===== config.mk =====
export PLATFORM = sky130hd
export DESIGN_NAME = line_card_egress_formatter
export DESIGN_NICKNAME = d
export VERILOG_FILES = /design/src/rtl/line_card_egress_formatter.sv
export SDC_FILE = /design/constraint.sdc
export NUM_CORES = 1
export LEC_CHECK = 0
export CAP_MARGIN = 20
export CORE_AREA = 5 5 172 174
export CTS_CLUSTER_DIAMETER = 200
export CTS_CLUSTER_SIZE = 8
export DETAILED_ROUTE_END_ITERATION = 16
export DIE_AREA = 0 0 177 179
export PLACE_DENSITY = 0.66
export SETUP_SLACK_MARGIN = 0.2
export SYNTH_ARGS = -nofsm -noshare
export SYNTH_HDL_FRONTEND = slang
export SYNTH_SLANG_ARGS = --single-unit

===== constraint.sdc =====
create_clock -name clk_fabric -period 3.2 [get_ports clk_fabric]
set_input_delay 0.64 -clock clk_fabric [delete_from_list [all_inputs] [get_ports clk_fabric]]
set_output_delay 0.64 -clock clk_fabric [all_outputs]
set_load 0.01 [all_outputs]

===== src/rtl/line_card_egress_formatter.sv =====
// Egress formatter: per-port 802.1Q tag insert / untagged pass / drop, then 64->32 narrowing toward the port MACs.
// Define EGRESS_DROP_COUNTERS_EN to add the saturating drop_count output.
module line_card_egress_formatter #(
   parameter int NUM_PORTS = 24,
   parameter int PORT_BITS = 5
) (
   input  logic                    clk_fabric,
   input  logic                    areset_n,
   input  logic                    rx_tvalid,
   output logic                    rx_tready,
   input  logic [63:0]             rx_tdata,
   input  logic [7:0]              rx_tkeep,
   input  logic                    rx_tlast,
   input  logic [PORT_BITS-1:0]    rx_tdest,
   input  logic [11:0]             rx_tuser,
   input  logic [NUM_PORTS*12-1:0] port_vlan,
   input  logic [NUM_PORTS-1:0]    port_tagged,
   output logic                    tx_tvalid,
   input  logic                    tx_tready,
   output logic [31:0]             tx_tdata,
   output logic [3:0]              tx_tkeep,
   output logic                    tx_tlast,
`ifdef EGRESS_DROP_COUNTERS_EN
   output logic [15:0]             drop_count,
`endif
   output logic [PORT_BITS-1:0]    tx_tdest
);

   typedef enum logic [2:0] {IDLE, HDR, VTAG, BODY, DROP} state_t;
   typedef enum logic [1:0] {ACT_UNTAG, ACT_TAG, ACT_DROP} action_t;

   state_t               state_q;
   logic [1:0]           wordCnt_q;
   logic                 rxReady_q;
   logic                 txValid_q;
   logic [31:0]          txData_q;
   logic [3:0]           txKeep_q;
   logic                 txLast_q;
   logic [PORT_BITS-1:0] txDest_q;
   logic [11:0]          vlan_q;
   logic                 loPend_q;
   logic [31:0]          loData_q;
   logic [3:0]           loKeep_q;
   logic                 loLast_q;
`ifdef EGRESS_DROP_COUNTERS_EN
   logic [15:0]          dropCount_q;
`endif

   logic [11:0] portVlan;
   logic        portTagged;
   logic        portValid;
   action_t     action;
   logic        rxAvail;
   logic        loadOk;
   logic        hiLast;
   logic        emit_d;
   logic        takeHi_d;
   logic        takeLo_d;
   logic [31:0] data_d;
   logic [3:0]  keep_d;
   logic        last_d;

   // The beat stays presented during the rx_tready pulse cycle; it must not be read again then.
   assign rxAvail = rx_tvalid && !rxReady_q;
   assign loadOk  = !txValid_q || tx_tready;
   assign hiLast  = rx_tlast && (rx_tkeep[3:0] == 4'h0);

   always_comb begin
      portVlan   = '0;
      portTagged = 1'b0;
      portValid  = 1'b0;
      for (int i = 0; i < NUM_PORTS; i++) begin
         if (rx_tdest == PORT_BITS'(i)) begin
            portVlan   = port_vlan[i*12 +: 12];
            portTagged = port_tagged[i];
            portValid  = 1'b1;
         end
      end
      if (!portValid)
         action = ACT_DROP;
      else if (rx_tuser != portVlan)
         action = portTagged ? ACT_TAG : ACT_DROP;
      else
         action = ACT_UNTAG;
   end

   // Hi word comes straight from the presented beat; its lo half is parked so the beat can be released early.
   always_comb begin
      takeHi_d = 1'b0;
      takeLo_d = 1'b0;
      data_d   = rx_tdata[63:32];
      keep_d   = rx_tkeep[7:4];
      last_d   = hiLast;
      case (state_q)
         IDLE:      takeHi_d = rxAvail && (action != ACT_DROP);
         HDR, BODY: begin
            takeLo_d = loPend_q;
            takeHi_d = !loPend_q && rxAvail;
         end
         default: ;
      endcase
      if (takeLo_d) begin
         data_d = loData_q;
         keep_d = loKeep_q;
         last_d = loLast_q;
      end else if (state_q == VTAG) begin
         data_d = {16'h8100, 4'h0, vlan_q};
         keep_d = 4'hF;
         last_d = 1'b0;
      end
      emit_d = loadOk && (takeHi_d || takeLo_d || (state_q == VTAG));
   end

   always_ff @(posedge clk_fabric or negedge areset_n) begin
      if (!areset_n) begin
         state_q   <= IDLE;
         wordCnt_q <= 2'd0;
         rxReady_q <= 1'b0;
         txValid_q <= 1'b0;
         txData_q  <= '0;
         txKeep_q  <= '0;
         txLast_q  <= 1'b0;
         txDest_q  <= '0;
         vlan_q    <= '0;
         loPend_q  <= 1'b0;
         loData_q  <= '0;
         loKeep_q  <= '0;
         loLast_q  <= 1'b0;
`ifdef EGRESS_DROP_COUNTERS_EN
         dropCount_q <= '0;
`endif
      end else begin
         rxReady_q <= 1'b0;
         if (loadOk) begin
            txValid_q <= emit_d;
            if (emit_d) begin
               txData_q <= data_d;
               txKeep_q <= keep_d;
               txLast_q <= last_d;
            end
         end
         if (emit_d && takeHi_d) begin
            rxReady_q <= 1'b1;
            loPend_q  <= !hiLast;
            loData_q  <= rx_tdata[31:0];
            loKeep_q  <= rx_tkeep[3:0];
            loLast_q  <= rx_tlast;
         end
         if (emit_d && takeLo_d)
            loPend_q <= 1'b0;
         case (state_q)
            IDLE: begin
               if (rxAvail && (action == ACT_DROP)) begin
                  state_q <= DROP;
               end else if (emit_d) begin
                  txDest_q  <= rx_tdest;
                  vlan_q    <= rx_tuser;
                  wordCnt_q <= 2'd1;
                  if (last_d)
                     state_q <= IDLE;
                  else if (action == ACT_TAG)
                     state_q <= HDR;
                  else
                     state_q <= BODY;
               end
            end
            // A tlast inside the first 12 bytes leaves the frame untagged (runt).
            HDR: begin
               if (emit_d) begin
                  wordCnt_q <= wordCnt_q + 2'd1;
                  if (last_d)
                     state_q <= IDLE;
                  else if (wordCnt_q == 2'd2)
                     state_q <= VTAG;
               end
            end
            VTAG: begin
               if (emit_d)
                  state_q <= BODY;
            end
            BODY: begin
               if (emit_d && last_d)
                  state_q <= IDLE;
            end
            DROP: begin
               if (rxAvail) begin
                  rxReady_q <= 1'b1;
                  if (rx_tlast) begin
                     state_q <= IDLE;
`ifdef EGRESS_DROP_COUNTERS_EN
                     if (dropCount_q != 16'hFFFF)
                        dropCount_q <= dropCount_q + 16'd1;
`endif
                  end
               end
            end
            default: state_q <= IDLE;
         endcase
      end
   end

   assign rx_tready = rxReady_q;
   assign tx_tvalid = txValid_q;
   assign tx_tdata  = txData_q;
   assign tx_tkeep  = txKeep_q;
   assign tx_tlast  = txLast_q;
   assign tx_tdest  = txDest_q;
`ifdef EGRESS_DROP_COUNTERS_EN
   assign drop_count = dropCount_q;
`endif

endmodule


# Word level (Yosys, flattened, before mapping)
# Cells that the tools add are included.
word_totals:
  regBits: 99
op_classes:
  addsub: 1
  n_eq_ne: 41
  mux: 104
  bitwise: 1
  reduce_logical: 26
ops:
  columns: ["cell", "count"]
  rows:
  - ["2-to-1 mux 12 bit", 24]
  - ["2-to-1 mux 32 bit", 2]
  - ["2-to-1 mux 1 bit", 56]
  - ["== test 5 x 4 -> 1 bit (second input constant)", 8]
  - ["== test 5 bit (second input constant)", 8]
  - ["2-to-1 mux 3 bit", 9]
  - ["== test 5 x 3 -> 1 bit (second input constant)", 4]
  - ["2-to-1 mux 2 bit", 8]
  - ["inequality test 2 bit (second input constant)", 8]
  - ["case mux 3 bit (5 select lines)", 1]
  - ["inequality test 12 bit", 1]
  - ["== test 5 x 2 -> 1 bit (second input constant)", 2]
  - ["logical AND 1 bit", 9]
  - ["2-to-1 mux 4 bit", 2]
  - ["AND reduction 7 bit", 1]
  - ["== test 3 x 2 -> 1 bit (second input constant)", 2]
  - ["inequality test 3 bit (second input constant)", 2]
  - ["== test 5 x 1 -> 1 bit (second input constant)", 1]
  - ["zero test 5 bit", 1]
  - ["== test 2 bit (second input constant)", 2]
  - ["zero test 1 bit", 4]
  - ["zero test 4 bit", 1]
  - ["case mux 2 bit (2 select lines)", 1]
  - ["AND reduction 4 bit", 1]
  - ["other kinds (12)", 15]

# Longest topological paths before layout
# Gate-level depths: netlist (run 1).
depth:
  depth_word: 38
  depth_mapped: 20
  depth_no_buf: 12

# Worst setup path after synthesis (run 1)
# Ideal clock, no wire load.
synth_timing:
  kind: "in2reg"
  startpoint: "input port rx_tdest[1]"
  endpoint: "register txDest_q[2], in the netlist tx_tdest[2]"
  setup_ns: 0.128
  t_arrival_ns: 4.241
  t_required_ns: 3.072
  path_slack_ns: -1.168
  cell_stages: 16
  path_cell_list: "buf_2 > buf_4 > mux2_1 > a221oi_2 > a31oi_1 > a2111oi_2 > a22oi_1 > xor2_1 > or4b_1 > nor4_4 > a21boi_2 > a2111oi_4 > and2b_1 > buf_4 > buf_6 > mux2_1"
synth_between:
  elab_chain_cells: 35
synth_lines:
  columns: ["element", "line", "rtl"]
  rows:
  - ["start, declared", "14", "input logic [PORT_BITS-1:0] rx_tdest,"]
  - ["zero test 5 bit", "73", "if (rx_tdest == PORT_BITS'(i)) begin"]
  - ["2-to-1 mux 12 bit or 2-to-1 mux 1 bit (tied branches) (24 in series)", "73", null]
  - ["inequality test 12 bit or 2-to-1 mux 2 bit (tied branches)", "81, 82", null]
  - ["2-to-1 mux 2 bit", "81", "else if (rx_tuser != portVlan)"]
  - ["2-to-1 mux 2 bit *", "79", "if (!portValid)"]
  - ["inequality test 2 bit", "95", "IDLE: takeHi_d = rxAvail && (action != ACT_DROP);"]
  - ["logical AND 1 bit", "95", null]
  - ["case mux 1 bit (2 select lines)", "94", "case (state_q)"]
  - ["logical OR 1 bit (2 in series)", "111", "emit_d = loadOk && (takeHi_d || takeLo_d || (state_q == VTAG));"]
  - ["logical AND 1 bit", "111", null]
  - ["AND reduction 3 bit (no source line) *", null, null]
  - ["end signal, assigned", "156", "txDest_q <= rx_tdest;"]
  - ["end, declared", "39", "logic [PORT_BITS-1:0] txDest_q;"]
# Every way passes the cells marked *; elsewhere a longest branch is shown, timed or not.
# A chain may end at the register's enable or synchronous reset.

# Final worst setup path (run 1)
layout_timing:
  startpoint: "input port port_vlan[9]"
  endpoint: "register vlan_q[5]"
layout_between:
  elab_chain_cells: 34
layout_lines:
  columns: ["element", "line", "rtl"]
  rows:
  - ["start, declared", "16", "input logic [NUM_PORTS*12-1:0] port_vlan,"]
  - ["2-to-1 mux 12 bit * (24 in series)", "73", null]
  - ["inequality test 12 bit *", "81", null]
  - ["2-to-1 mux 2 bit *", "81", null]
  - ["2-to-1 mux 2 bit *", "79", null]
  - ["inequality test 2 bit", "95", null]
  - ["logical AND 1 bit", "95", null]
  - ["case mux 1 bit (2 select lines)", "94", null]
  - ["logical OR 1 bit (2 in series)", "111", null]
  - ["logical AND 1 bit", "111", null]
  - ["AND reduction 3 bit (no source line) *", null, null]
  - ["end signal, assigned", "157", "vlan_q <= rx_tuser;"]
  - ["end, declared", "40", "logic [11:0] vlan_q;"]
# Marked as above.

==> results of run 1 <==
-- worst paths after layout --
check	startpoint	end	slack [ns]
max	port_vlan[9]	vlan_q[5]$_DFFE_PN0P_	-0.98
min	areset_n	tx_tdata[14]$_DFFE_PN0P_	0.41
max reg2reg	state_q[0]$_DFFE_PN0P_	state_q[1]$_DFFE_PN0P_	0.39
min reg2reg	wordCnt_q[0]$_DFFE_PN0P_	wordCnt_q[0]$_DFFE_PN0P_	0.48
max in group asynchronous	areset_n	tx_tdata[10]$_DFFE_PN0P_	2.00
min in group clk_fabric	wordCnt_q[0]$_DFFE_PN0P_	wordCnt_q[0]$_DFFE_PN0P_	0.48
-- report_power, final --
| part | leakage [nW] | internal [W] | switching, W |
|---|---|---|---|
| Clock | 0.141 | 0.000557 | 0.000498 |
| Sequential | 1.21 | 0.00185 | 0.000391 |
| Combinational | 5.77 | 0.00286 | 0.00212 |
-- metrics by stage --
stage	worst slack [ns]	util (%)	hold WS [ns]
after detailed placement	-1.74	57.0	0.468
after global routing	-1.09	62.6	0.500
after CTS	-0.931	61.0	0.464
final	-0.982	62.6	0.412
after floorplan	-0.925	-	0.344
after global placement	-1.72	57.0	0.461
-- registers in the layout (all words and copies together), names as in the netlist --
name and flops:
tx_tdest 5, rx_tready 1, vlan_q 12, wordCnt_q 2, tx_tlast 1, tx_tdata 32, tx_tkeep 4, tx_tvalid 1
loLast_q 1, loPend_q 1, loKeep_q 4, state_q 3, loData_q 32
-- critical path, delay by kind of cell --
| kind | cells | cell delay (ns) |
|---|---|---|
| compound gates | 6 | 1.46 |
| xor+xnor | 1 | 0.11 |
| buf+inv | 2 | 0.64 |
| mux | 2 | 0.85 |
| simple gates | 3 | 0.70 |
-- kinds of logic (layout without fill, tap and decap cells) --
kind of cell / count (synthesis) / after routing / share of synthesized area [%]
AO/OA/AOI/OAI: 377 / 377 / 28.4
XOR/XNOR: 3 / 3 / 0.297
adder cells (fa/ha/maj): 1 / 1 / 0.142
buffers and inverters: 115 / 787 / 6.26
flip-flops: 99 / 99 / 28.0
multiplexers: 124 / 124 / 16.0
other: 0 / 9 / 0
AND/OR/NAND/NOR: 340 / 340 / 20.9
-- routing by layer --
metal | global-route usage, % | part of all wire, %
met3 | 8.39 | 9.5
met4 | 11.9 | 3.7
met2 | 54.5 | 47
met5 | 0 | 0.11
met1 | 43.1 | 40
-- cell usage in the layout (no fill, tap or decap), types with 6 or more instances in the layout --
| master | netlist | routed |
|---|---|---|
| sky130_fd_sc_hd__clkdlybuf4s50_1 | 0 | 441 |
| sky130_fd_sc_hd__buf_4 | 7 | 240 |
| sky130_fd_sc_hd__dfrtp_1 | 99 | 99 |
| sky130_fd_sc_hd__a21oi_1 | 95 | 82 |
| sky130_fd_sc_hd__nor2_1 | 77 | 74 |
| sky130_fd_sc_hd__nand2_1 | 83 | 70 |
| sky130_fd_sc_hd__o21ai_0 | 95 | 63 |
| sky130_fd_sc_hd__mux2i_1 | 49 | 48 |
| sky130_fd_sc_hd__mux2_4 | 0 | 44 |
| sky130_fd_sc_hd__buf_6 | 4 | 33 |
| sky130_fd_sc_hd__o21ai_1 | 3 | 31 |
| sky130_fd_sc_hd__buf_12 | 0 | 23 |
| sky130_fd_sc_hd__nor3_1 | 24 | 22 |
| sky130_fd_sc_hd__nand2b_1 | 21 | 20 |
| sky130_fd_sc_hd__nand3_1 | 21 | 20 |
| sky130_fd_sc_hd__mux2_2 | 47 | 19 |
| sky130_fd_sc_hd__a221o_1 | 19 | 19 |
| sky130_fd_sc_hd__o22ai_1 | 20 | 18 |
| sky130_fd_sc_hd__a211oi_1 | 24 | 17 |
| sky130_fd_sc_hd__inv_1 | 17 | 17 |
| sky130_fd_sc_hd__nor2b_1 | 16 | 15 |
| sky130_fd_sc_hd__and2_1 | 16 | 14 |
| sky130_fd_sc_hd__nand2_2 | 1 | 14 |
| sky130_fd_sc_hd__nor4_1 | 16 | 14 |
| sky130_fd_sc_hd__a21oi_2 | 0 | 12 |
| sky130_fd_sc_hd__clkbuf_16 | 0 | 11 |
| sky130_fd_sc_hd__diode_2 | 0 | 9 |
| sky130_fd_sc_hd__a31oi_1 | 12 | 9 |
| sky130_fd_sc_hd__o21a_1 | 9 | 9 |
| sky130_fd_sc_hd__o32ai_1 | 13 | 8 |
| sky130_fd_sc_hd__or2_2 | 8 | 7 |
| sky130_fd_sc_hd__mux4_2 | 7 | 7 |
| sky130_fd_sc_hd__a211oi_2 | 1 | 7 |
| sky130_fd_sc_hd__o211ai_1 | 7 | 7 |
| sky130_fd_sc_hd__a22o_1 | 7 | 7 |
| sky130_fd_sc_hd__a21o_1 | 7 | 7 |
| sky130_fd_sc_hd__or4b_4 | 0 | 6 |
| sky130_fd_sc_hd__or3_1 | 7 | 6 |
| sky130_fd_sc_hd__buf_16 | 0 | 6 |
-- layout make-up --
class,instances,area [um^2]
antenna,9,22.5
tap,378,473
clock inverter,6,46.3
fill,2347,10300
inverter,19,75.1
timing repair buffer,752,7380
multi-input combinational,845,6580
sequential,99,2480
clock buffer,10,239
-- timing repair --
action | CTS | global route
setup endpoints to repair | 99 | 99
gates cloned | 6 | 2
gates resized for setup | 139 | 54
pin swaps | 28 | 14
buffers inserted | 24 | 12
==> flow_results.org, run 1 <==
** STA
- Setup repair after global routing missed its margin :: yes
- Derived from the worst setup path, the maximum achievable clock frequency is 239 MHz.
- Final Slew Violations :: 0
- Final critical-path share of the clock period :: 131%
- Across all setup checks in the final design, the least slack found is -0.982 ns.
- Headroom to the max-slew limit came out at 38.4%.
- Setup Skew :: 0.0130 ns
- The final hold violation count came to 0.
- Number of failing setup endpoints in the final timing report :: 99
- In the final timing run, aggregate negative setup slack is -84.19 ns.
- Transition time at the pin with the least slew margin :: 0.924 ns
- Min Tclk post-route :: 4.18 ns

** Setup path
- R2r worst-path depth :: 9
- STA puts the critical path data required time at 3.43 ns.
- STA classifies the critical path startpoint as an input port.
- Highest net fanout along the worst path :: 12
- The signal on the critical path passes through clkdlybuf4s50_1, mux4_2, a21oi_1, nor4_2, a211oi_1, o221ai_1, a21oi_2, xnor2_2, nor4_4, a21boi_2, a2111oi_4, and2b_2, buf_12, mux2_2.
- Critical Path Slowest Stage Cell :: sky130_fd_sc_hd__mux4_2
- The critical path is of the in2reg type.
- For this run, the slowest stage of the critical path takes 0.51 ns.
- Data arrives at the worst endpoint at 4.41 ns.
- The worst setup path is captured at a flop.

** Floorplan
- Initial core utilization :: 32.0%
- I/O pin cnt :: 450
- In this run the horizontal extent of the chip is 177 um.
- Total number of placement rows :: 61
- Vertical die dimension :: 179 um
- Area of the core region :: 27600 um^2
- Total Die Area :: 31700 um^2

** Synth
- After technology mapping, the gate count stands at 1059.
- When the netlist entered floorplanning its net count stood at 1466.
- Yosys cell types :: 87
- Area share of the largest cell type after synthesis :: 28.0%
- By count the netlist is led by 99 x sky130_fd_sc_hd__dfrtp_1, 95 x sky130_fd_sc_hd__a21oi_1, 95 x sky130_fd_sc_hd__o21ai_0.
- Synthesis inferred 99 register bits.
- The share of the Yosys chip area taken by registers is 28.0%.
- sky130_fd_sc_hd__dfrtp_1 is the most common cell in the netlist.
- In this run the mean area of a mapped cell was 8.35 um^2.
- The most used flip-flop cell after synthesis is sky130_fd_sc_hd__dfrtp_1.
- Cell area after synthesis :: 8840 um^2
- Largest cells by area after synthesis :: sky130_fd_sc_hd__dfrtp_1 28%, sky130_fd_sc_hd__mux2_2 6.0%, sky130_fd_sc_hd__mux2i_1 5.5%
- Most area-hungry cell type in the Yosys netlist :: sky130_fd_sc_hd__dfrtp_1
- Of all flip-flops after synthesis, the portion carrying an async set or reset was 100%.
- Number of flops mapped to enable cells by yosys :: 0
- Number of synthesis warnings :: 0

** Drt
- Once detail routing completed, the nets flagged for antenna violations numbered 0.
- After the first detailed-routing iteration, the DRC count stood at 1049.
- For this run, design rule violations remaining after detail routing come to 0.
- Using the TritonRoute via totals, the vias-per-cell ratio works out to 5.68.
- Aggregate routed wire length :: 55400 um
- Number of search-and-repair iterations in the first detailed-routing pass :: 5
- Dividing the detail-routed wire length by the instance count gives 26.1 um.
- Detailed routing inserted a total of 12000 vias.

** Power
- Overall power of the completed layout :: 0.00828 W
- In this run the power density over the cells is 479 nW/um^2.
- Reported leakage power :: 7.13 nW
- Across the VDD grid, the largest voltage drop is 397 uV.

** Clock network
- After clock tree synthesis, the clock-pin slew on the worst setup and hold paths is 0.07 ns.
- Buffers from clock root to sink, at most :: 2
- In this run the number of H-tree levels came out at 3.
- Latest clock arrival within the worst-skew pair :: 0.35 ns
- TritonCTS built the clock tree.
- The tree is rooted in a sky130_fd_sc_hd__clkbuf_16.
- Hold repair after CTS inserted 0 buffers.
- Inserted Clock Buffers :: 9
- Number of clock sinks seen by CTS :: 99

** Global route
- Antenna violations before repair :: 15
- Total Routing Usage GR :: 33.4%
- The number of global-route vias before repair is 12200.
- Entering global routing, the biggest net connects 75 pins.
- Summed over all layers, the global routing overflow is 0.
- First-pass GRT wire length :: 78800 um

** Place
- Buffers placed on the I/O ports in this run total 449.
- Routability congestion estimate from global placement :: 0.998
- Placed Cells incl. Taps :: 2049
- The placed instances occupy a cell area of 15800 um^2.
- The HPWL after detailed placement is 45000 um.

** Layout
- Post-route cell area :: 17300 um^2
- At the end of the flow, the number of nets in the layout was 2133.
- Layout overhead on the synthesized area :: 95.5%
- For this run, the number of standard cells in the final layout without fillers is 2118.
- The post-route netlist has 29.9% of its cells at a drive strength greater than 1.

** Status
- The checks that failed: negative setup slack.
- The run finished, with violations left.

** Flow run
- Max-cap violations in this run came to 0.

** Worst hold path
- In this run the worst hold path is classified as in2async.
Power figures use the tool's default switching activity.
==> run 2, diff against run 1 <==
--- a/config.mk
+++ b/config.mk
@@ -7,12 +7,14 @@
 export LEC_CHECK = 0
 export CAP_MARGIN = 20
 export CORE_AREA = 5 5 172 174
+export CTS_BUF_LIST = sky130_fd_sc_hd__clkbuf_16
 export CTS_CLUSTER_DIAMETER = 200
 export CTS_CLUSTER_SIZE = 8
 export DETAILED_ROUTE_END_ITERATION = 16
 export DIE_AREA = 0 0 177 179
 export PLACE_DENSITY = 0.66
 export SETUP_SLACK_MARGIN = 0.2
+export SLEW_MARGIN = 20
 export SYNTH_ARGS = -nofsm -noshare
 export SYNTH_HDL_FRONTEND = slang
 export SYNTH_SLANG_ARGS = --single-unit
==> flow_results.org, run 2 (synthesis results as in run 1) <==
** Status
- The run finished, with violations left.
- Violations in the final reports :: negative setup slack

** STA
- Setup violations remaining at the end of the flow were counted as 99.
- Setup repair after global routing missed its margin :: yes
- The tightest hold path in the finished design has a slack of 0.431 ns.
- Fmax achieved :: 240 MHz
- For the pin with the worst max-slew slack, the measured transition is 0.940 ns.
- In this run the tightest slew margin relative to its limit is 37.3%.
- After layout, the minimum clock period comes to 4.17 ns.
- Final Slew Violations :: 0
- Across all setup checks in the final design, the least slack found is -0.971 ns.
- Hold violation total from the final report :: 0
- Between clock sinks in the finished design, the worst skew comes to 0.0129 ns.
- Of the available clock period, the critical path in the final layout requires 130%.
- For the final routed database, the setup TNS stands at -83.45 ns.

** Clock network
- The later pin in the worst-skew pair is clocked with a latency of 0.35 ns.
- Number of clock sinks seen by CTS :: 99
- TritonCTS built the clock tree.
- H-tree Lvls :: 3
- Clock transition time at the flip-flop clock pins of the worst setup and hold paths :: 0.07 ns
- No sink is reached through more buffers than the 2 on the longest clock path.
- The root buffer cell chosen for the clock tree is sky130_fd_sc_hd__clkbuf_16.
- Inserted Clock Buffers :: 9
- The number of hold buffers added after CTS was 0.

** Worst hold path
- The worst hold path belongs to the class in2async.

** Setup path
- Crit path cell chain :: buf_16, buf_4, buf_4, buf_12, mux4_2, inv_1, o22ai_1, nor4_1, o32ai_1, nor4_1, nand4_1, nor4_4, a21boi_2, a2111oi_4, and2b_2, buf_12, mux2_2
- The number of cells on the worst reg-to-reg path is 9.
- Start-to-end type of the worst setup path :: in2reg
- For the worst setup path, the data required time is 3.43 ns.
- Highest net fanout along the worst path :: 26
- The worst register-to-register path ends at state_q[1]$_DFFE_PN0P_.
- The slowest stage of the critical path belongs to the cell sky130_fd_sc_hd__mux4_2.
- STA classifies the critical path endpoint as a flop.
- Data arrival time of the worst path :: 4.40 ns
- Biggest cell delay along the critical path :: 0.37 ns
- STA classifies the critical path startpoint as an input port.
- Reg2reg setup slack :: 0.41 ns
- Origin of the critical flop-to-flop path :: state_q[0]$_DFFE_PN0P_

** Power
- Overall power of the completed layout :: 0.00826 W
- Across the VDD grid, the largest voltage drop is 395 uV.
- PD cells :: 478 nW/um^2
- Reported leakage power :: 7.12 nW

** Drt
- Using the TritonRoute via totals, the vias-per-cell ratio works out to 5.67.
- Summed over all layers, the routed wires come to 55400 um.
- The detailed router finished its first iteration with 1069 violations.
- After detailed routing, the number of remaining DRC violations is 0.
- Number of search-and-repair iterations in the first detailed-routing pass :: 7
- Average detailed-routed wire length per instance :: 26.2 um
- Once detail routing completed, the nets flagged for antenna violations numbered 0.
- Total number of vias :: 12000

** Flow run
- Max Cap Violations :: 0

** Place
- Detailed placement finished with a half-perimeter wire length of 45000 um.
- Routability congestion estimate from global placement :: 0.998
- Placed Cells incl. Taps :: 2049
- The count of buffers added on input and output ports is 449.

** Floorplan
- From bottom edge to top edge, the die measures 179 um.
- Die Span X :: 177 um
- 450 I/O pins were placed.
- After floorplanning, the core was divided into 61 placement rows.
- The floorplan step defined a die boundary enclosing 31700 um^2.
- For this configuration, the core starts out at a cell density of 32.0%.
- Area of the core region :: 27600 um^2

** Global route
- Maximum number of pins on one net before global-route repair :: 75
- Global routing used 33.5% of the available tracks across all layers.
- Total gr overflow :: 0
- The first global-routing pass estimated 78900 um of wire.
- Number of global-route vias before repair :: 12200
- The number of antenna violations at the first check in global routing came to 15.

** Layout
- Top library cells by usage in the layout, fill and taps aside :: 441 x sky130_fd_sc_hd__clkdlybuf4s50_1, 240 x sky130_fd_sc_hd__buf_4, 99 x sky130_fd_sc_hd__dfrtp_1, 82 x sky130_fd_sc_hd__a21oi_1, 74 x sky130_fd_sc_hd__nor2_1
- Leading cell type in the layout, fill and taps excluded :: sky130_fd_sc_hd__clkdlybuf4s50_1
- The finished layout holds 2118 standard cells, fillers aside.
- Final-stage net count :: 2133
- From synthesis to final layout, the design area changed by 95.4%.
- Of the cells placed in the final design, the portion with a size suffix greater than 1 is 29.8%.
==> run 2: cell count changes in the layout (fill, tap and decap cells not counted) <==
cell and delta:
sky130_fd_sc_hd__clkbuf_8 -1, sky130_fd_sc_hd__clkinv_1 +1
==> run 2: how the worst max path moves through the flow <==
stage           startpoint                      end
4_1_cts        rx_tdest[1]    vlan_q[5]$_DFFE_PN0P_
5_1_grt        rx_tdest[4]    vlan_q[0]$_DFFE_PN0P_
3_3_place_gp   rx_tdest[2]  tx_tdest[2]$_DFFE_PN0P_
3_5_place_dp   rx_tdest[2]  tx_tdest[4]$_DFFE_PN0P_
2_1_floorplan  rx_tdest[2]  tx_tdest[2]$_DFFE_PN0P_
6_report       rx_tdest[1]    vlan_q[5]$_DFFE_PN0P_
==> run 2: worst max-delay path: cells and delay by family <==
family | cells | cell delay, ns
buffers and inverters | 6 | 1.02
AND/OR/NAND/NOR | 5 | 1.23
multiplexers | 2 | 0.71
AO/OA/AOI/OAI | 4 | 0.78
==> run 2: stage by stage <==
| step | utilization, % | area (um^2) | worst slack (ns) |
|---|---|---|---|
| final | 62.5 | 17300 | -0.971 |
| after floorplan | - | 9310 | -0.925 |
| after detailed placement | 57.0 | 15800 | -1.74 |
| after CTS | 61.0 | 16800 | -0.931 |
| after global placement | 57.0 | 15800 | -1.72 |
| after global routing | 62.5 | 17300 | -1.09 |
==> run 2: power by group <==
group	leakage, nW	internal (W)	total [W]	switching (W)
clock	0.136	0.000533	0.00103	0.000494
combinational	5.77	0.00286	0.00499	0.00213
sequential	1.21	0.00185	0.00224	0.000392
==> run 2: cell type report <==
| class | instances | area, um^2 |
|---|---|---|
| inverter | 19 | 75.1 |
| fill | 2351 | 10400 |
| clock inverter | 7 | 50.0 |
| multi-input combinational | 845 | 6580 |
| tap | 378 | 473 |
| clock buffer | 9 | 225 |
| antenna | 9 | 22.5 |
| sequential | 99 | 2480 |
| timing repair buffer | 752 | 7380 |
==> run 2: what timing repair did <==
item	4_1_cts	5_1_grt
setup buffers	24	12
pin swaps	28	14
endpoints found under the setup margin	99	99
cloned	6	2
hold endpoints to repair	0	0
resized for setup	139	54
==> run 2: per-layer routing <==
metal	vias up	share of wire (%)	routed length (um)	track usage, %
met5	-	0.12	69	0
met4	10	3.3	1810	11.9
met3	118	9.0	4980	8.37
met2	652	47	25900	54.5
met1	5851	41	22700	43.2
li1	5379	-	-	-
